--- src/rtl/job_completion_writer.sv ---
// Completion ring writer: buffers scheduler completion pushes in a FIFO and
// issues one phase-tagged 64-bit record write per entry into a host ring.
module job_completion_writer #(
  parameter int FIFO_DEPTH = 16,
  parameter int RING_IDX_W = 10
) (
  input  logic                  clk,
  input  logic                  rst,
  input  logic                  complete_push_i,
  output logic                  complete_ready_o,
  input  logic [40:0]           return_data_i,
  input  logic                  cmpl_enable_i,
  input  logic [63:0]           cmpl_base_addr_i,
  input  logic [RING_IDX_W-1:0] cmpl_head_i,
  output logic                  wr_req_valid_o,
  input  logic                  wr_req_ready_i,
  output logic [63:0]           wr_req_addr_o,
  output logic [63:0]           wr_req_data_o,
  output logic [31:0]           cmpl_cnt_o,
  output logic                  overflow_err_o
);
  localparam int PTR_W = (FIFO_DEPTH > 1) ? $clog2(FIFO_DEPTH) : 1;

  typedef enum logic {IDLE, REQ} state_t;

  state_t                state, state_next;
  logic [40:0]           mem [FIFO_DEPTH];
  logic [PTR_W-1:0]      wr_ptr, rd_ptr;
  logic [PTR_W:0]        count, count_next;
  logic                  ready_q, nonempty_q;
  logic                  push_acc, pop, hs;
  logic [RING_IDX_W-1:0] wr_idx, idx_inc;
  logic                  phase;
  logic [15:0]           seq;
  logic                  ring_full;
  logic [40:0]           head_entry;

  assign push_acc         = complete_push_i & ready_q;
  assign idx_inc          = wr_idx + RING_IDX_W'(1);
  assign ring_full        = (idx_inc == cmpl_head_i);
  assign head_entry       = mem[rd_ptr];
  assign complete_ready_o = ready_q;
  assign wr_req_valid_o   = (state == REQ);
  assign count_next       = count + (PTR_W+1)'(push_acc) - (PTR_W+1)'(pop);

  // Issue FSM: IDLE pops one entry into the request registers, REQ waits for the handshake
  always_comb begin
    state_next = state;
    pop        = 1'b0;
    hs         = 1'b0;
    case (state)
      IDLE: if (nonempty_q && cmpl_enable_i && !ring_full) begin
        state_next = REQ;
        pop        = 1'b1;
      end
      REQ: if (wr_req_ready_i) begin
        state_next = IDLE;
        hs         = 1'b1;
      end
      default: state_next = IDLE;
    endcase
  end

  // State register
  always_ff @(posedge clk) begin
    if (rst) state <= IDLE;
    else     state <= state_next;
  end

  // FIFO storage; entries past the read pointer are dead, so no reset is needed
  always_ff @(posedge clk) begin
    if (push_acc) mem[wr_ptr] <= return_data_i;
  end

  // FIFO pointers, occupancy and registered status flags. The non-empty flag
  // lags the count by a cycle; it only gates IDLE, and REQ always lasts at
  // least one cycle, so it can never report an entry that was already popped.
  always_ff @(posedge clk) begin
    if (rst) begin
      wr_ptr     <= '0;
      rd_ptr     <= '0;
      count      <= '0;
      ready_q    <= 1'b0;
      nonempty_q <= 1'b0;
    end else begin
      if (push_acc) wr_ptr <= wr_ptr + PTR_W'(1);
      if (pop)      rd_ptr <= rd_ptr + PTR_W'(1);
      count      <= count_next;
      ready_q    <= (count_next != (PTR_W+1)'(FIFO_DEPTH));
      nonempty_q <= (count != '0);
    end
  end

  // Request registers plus ring producer state (index, phase, sequence, count)
  always_ff @(posedge clk) begin
    if (rst) begin
      wr_req_addr_o <= '0;
      wr_req_data_o <= '0;
      wr_idx        <= '0;
      phase         <= 1'b1;
      seq           <= '0;
      cmpl_cnt_o    <= '0;
    end else begin
      if (pop) begin
        wr_req_addr_o <= cmpl_base_addr_i + 64'({wr_idx, 3'b000});
        wr_req_data_o <= {head_entry[31:0], head_entry[40:32], 6'b0, phase, seq};
      end
      if (hs) begin
        wr_idx     <= idx_inc;
        if (&wr_idx) phase <= ~phase;
        seq        <= seq + 16'd1;
        cmpl_cnt_o <= cmpl_cnt_o + 32'd1;
      end
    end
  end

  // Sticky flag for pushes that arrived while the FIFO was full
  always_ff @(posedge clk) begin
    if (rst)                               overflow_err_o <= 1'b0;
    else if (complete_push_i && !ready_q)  overflow_err_o <= 1'b1;
  end
endmodule

--- config.mk ---
export PLATFORM = sky130hd
export DESIGN_NAME = job_completion_writer
export DESIGN_NICKNAME = d
export VERILOG_FILES = /design/src/rtl/job_completion_writer.sv
export SDC_FILE = /design/constraint.sdc
export NUM_CORES = 1
export LEC_CHECK = 0
export CAP_MARGIN = 0
export CORE_MARGIN = 2
export CORE_UTILIZATION = 45
export CTS_CLUSTER_SIZE = 24
export DETAILED_ROUTE_END_ITERATION = 10
export PLACE_DENSITY_LB_ADDON = 0.08
export REMOVE_ABC_BUFFERS = 1
export SYNTH_ARGS = -nofsm -noshare
export SYNTH_HDL_FRONTEND = slang
export SYNTH_SLANG_ARGS = --single-unit
--- constraint.sdc ---
create_clock -name clk -period 6.2 [get_ports clk]
set_clock_uncertainty 0.15 [all_clocks]
set_input_delay 0.62 -clock clk [delete_from_list [all_inputs] [get_ports clk]]
set_output_delay 0.62 -clock clk [all_outputs]
set_load 0.005 [all_outputs]
==> flow_summary.ini <==
[placement]
dp_cells = 3410
dpl_worst_slack_ns = 1.83
portBuffers = 276
gp_congestion = 0.862
dpl.hpwl_mm = 47.3

[logic_synthesis]
synth_top_family_by_area = multiplexers
ys_async_sr_fraction_pct = 0
ys_ff_latch = 854
synth_most_common_cell = edfxtp_1
yosys-top-cells-area = edfxtp_1 (57%), dfxtp_1 (11%), mux4_2 (11%), a21oi_1 (2.2%), xnor2_1 (2.0%)
yosys_warnings = 0
synth-adder-area-share_pct = 0.982
avgSynthCellArea_sq_um = 15.6
synth_top_area_share_pct = 56.9
synth_cells = 2219
synth-compound-area-share_pct = 8.18
netlist_area_sq_um = 34600
synth_common_cells = edfxtp_1 (656), dfxtp_1 (198), mux4_2 (164)
synth_mux_area_share_pct = 10.7
synth_cell_types = 60
ys_seq_area_share_pct = 68.3
synthXorXnorAreaFrac_pct = 3.13
yosys.area.top_type = edfxtp_1
dominantRegCellSynth = edfxtp_1
synth-edff-count = 656
synthSimpleGateAreaFrac_pct = 6.50

[finish]
multi_input_area_sq_um = 10400
fin_util_pct = 54.5
drive_gt1_share_pct = 16.3
fill_cells = 6141
fin_nets = 2617
seq_area_sq_um = 23700
syn_to_final_growth_pct = 19.7
instances_no_fill = 3576

[setup_path]
worstSetupEndpointType = flip-flop
crit_fanout = 25
worstPathArrival_ns = 4.62
critPathSlowestCell = and4_4
slowest_delay_ns = 0.51
path_cells = ha_1, and4_1, a211o_1, nor4_1, and4_4, nor2_4, ha_1, inv_1, ha_1, inv_1, fa_1, inv_1, a21oi_1, nor2_1, nor2_1, xnor2_1, o31a_1
worst_ep_required_time_ns = 6.56
critical_path_buf_inv_count = 3
reg2reg_slack_ns = 1.94
path_class = flip-flop to flip-flop
crit_family = simple AND/OR/NAND/NOR gates
start_kind = flip-flop

[global_route]
grt_max_degree = 123
antenna_found_initial = 8
grt_pass1_vias = 20637
grt.total_usage_pct = 21.7
grt_pass1_wl_mm = 129
grt_overflow = 0

[timing]
finalMaxSlewViolations = 0
rsz0062_at_grt = no
setup_viol = 0
tightest_slew_ns = 1.16
hold_viol_final = 0
setup_ws_ns = 1.94
fin_crit_ns = 4.26
fin_crit_sh_pct = 68.7
whs_ns = 0.318
maxSlewHeadroom_pct = 22.6
setup-tns-final_ns = 0
max_freq_ghz = 0.235

[detailed_routing]
wl_per_cell_um = 24.1
met3_length_mm = 5.55
drtIter0Drc = 1533
drcViolationCount = 0
postRouteAntennaNets = 0
drt_wl_total_mm = 86.1
wl_met2_mm = 41.5
m1WireLength_mm = 37.1
vias = 20460
highest_layer = met5
first_pass_iters = 5
via_per_inst = 5.72

[die]
fp.dieW_um = 281
rows = 101
die_height_um = 281
num_io_pins = 283
die_area_sq_um = 79200
initial_core_util_pct = 45.5
coreArea_sq_um = 76100

[clock_network]
postCtsSetupRepairBufs = 0
cts_sinks = 854
cts_hold_buf = 0
clkTransAtPathRegs_ns = 0.06
cts_tree = done
cts.path.max_buffers = 3
cts-root-buf = clkbuf_16
cts-resized-gates = 0
clk_latency_ns = 0.63
cts_buffers = 89
ctsHtreeMaxLevel = 3

[flow_run]
maxCapViolCount = 0

[power_and_ir_drop]
p_leak_nw = 12.9
vdd_ir_drop_max_v = 0.000234
power_density_nw_per_um2 = 332

[min_path]
min_path_type = flip-flop to flip-flop

[outcome]
outcome = finished, final reports clean
## where the power goes
group,leakage (nW),internal (mW),total [mW],switching [mW]
clock network,1.45,3.14,5.34,2.20
logic,3.93,0.924,1.87,0.941
registers,7.52,6.41,6.58,0.169
total,12.9,10.5,13.8,3.31
## path summary, 6_finish.rpt
path / start / endpoint / depth (start not counted)
min reg2reg: overflow_err_o$_SDFFE_PP0P_ / overflow_err_o$_SDFFE_PP0P_ / 2
max: wr_idx[0]$_SDFFE_PP0P_ / complete_ready_o$_SDFF_PP0_ / 17
min: overflow_err_o$_SDFFE_PP0P_ / overflow_err_o$_SDFFE_PP0P_ / 2
max reg2reg: wr_idx[0]$_SDFFE_PP0P_ / complete_ready_o$_SDFF_PP0_ / 17
## area by class of cell
cell class,instances,area share (%)
antenna,1,0.00603
clock buffer,122,6.06
clock inverter,43,1.05
inverter,24,0.217
multi-input combinational,1191,25.0
sequential,854,57.1
tap,1030,3.11
timing repair buffer,311,7.48
## flip-flops by register name, indices dropped and copies added, names as in the netlist
| signal | count |
|---|---|
| nonempty_q | 1 |
| rd_ptr | 4 |
| wr_req_valid_o | 1 |
| wr_idx | 10 |
| wr_req_data_o | 58 |
| complete_ready_o | 1 |
| wr_req_addr_o | 64 |
| count | 5 |
| overflow_err_o | 1 |
| wr_ptr | 4 |
| cmpl_cnt_o | 32 |
| mem | 656 |
| phase | 1 |
| seq | 16 |
## cell usage in the layout, fill, tap and decap left out, types with 13 or more instances in the layout
cell type        instances
ha_1                    24
clkdlybuf4s50_1        275
inv_1                   24
clkbuf_1                20
xor2_1                  44
nand3_1                110
a22oi_1                 83
and3_1                  17
clkbuf_16               92
nor2_1                  80
clkinv_2                18
mux4_2                 164
nor3_1                  23
o21ai_0                 57
nand2_1                109
a2111oi_0               14
nand4_1                 26
edfxtp_1               656
xnor2_1                 80
nor2_4                  15
dfxtp_1                196
buf_4                   29
a211oi_1                13
a211oi_2                49
a21oi_1                152
o21ai_1                 25
## per-layer routing
metal / GRT usage, % / vias up
met3: 3.82 / 147
met5: 0 / -
met4: 5.93 / 10
li1: - / 9203
met2: 35.5 / 599
met1: 30.1 / 10501
## cells by family after synthesis
logic type / after synthesis
adder cells (fa/ha/maj): 26
multiplexers: 164
other: 1
flip-flops: 854
AO/OA/AOI/OAI: 418
XOR/XNOR: 124
buffers and inverters: 179
AND/OR/NAND/NOR: 453
## worst min-delay path, cell delays in order, from the launching register on
cell and delay (ns):
dfxtp_1 0.33, a21oi_1 0.04, nor2_1 0.07
## metrics by stage
step	cell area [sq um]	power, mW
finish	41500	13.8
global route	41500	14.3
CTS	41500	13.9
detailed placement	38500	8.60
global placement	38500	8.56
floorplan	34000	7.90
Note: power is estimated with default switching activity, not from simulation.
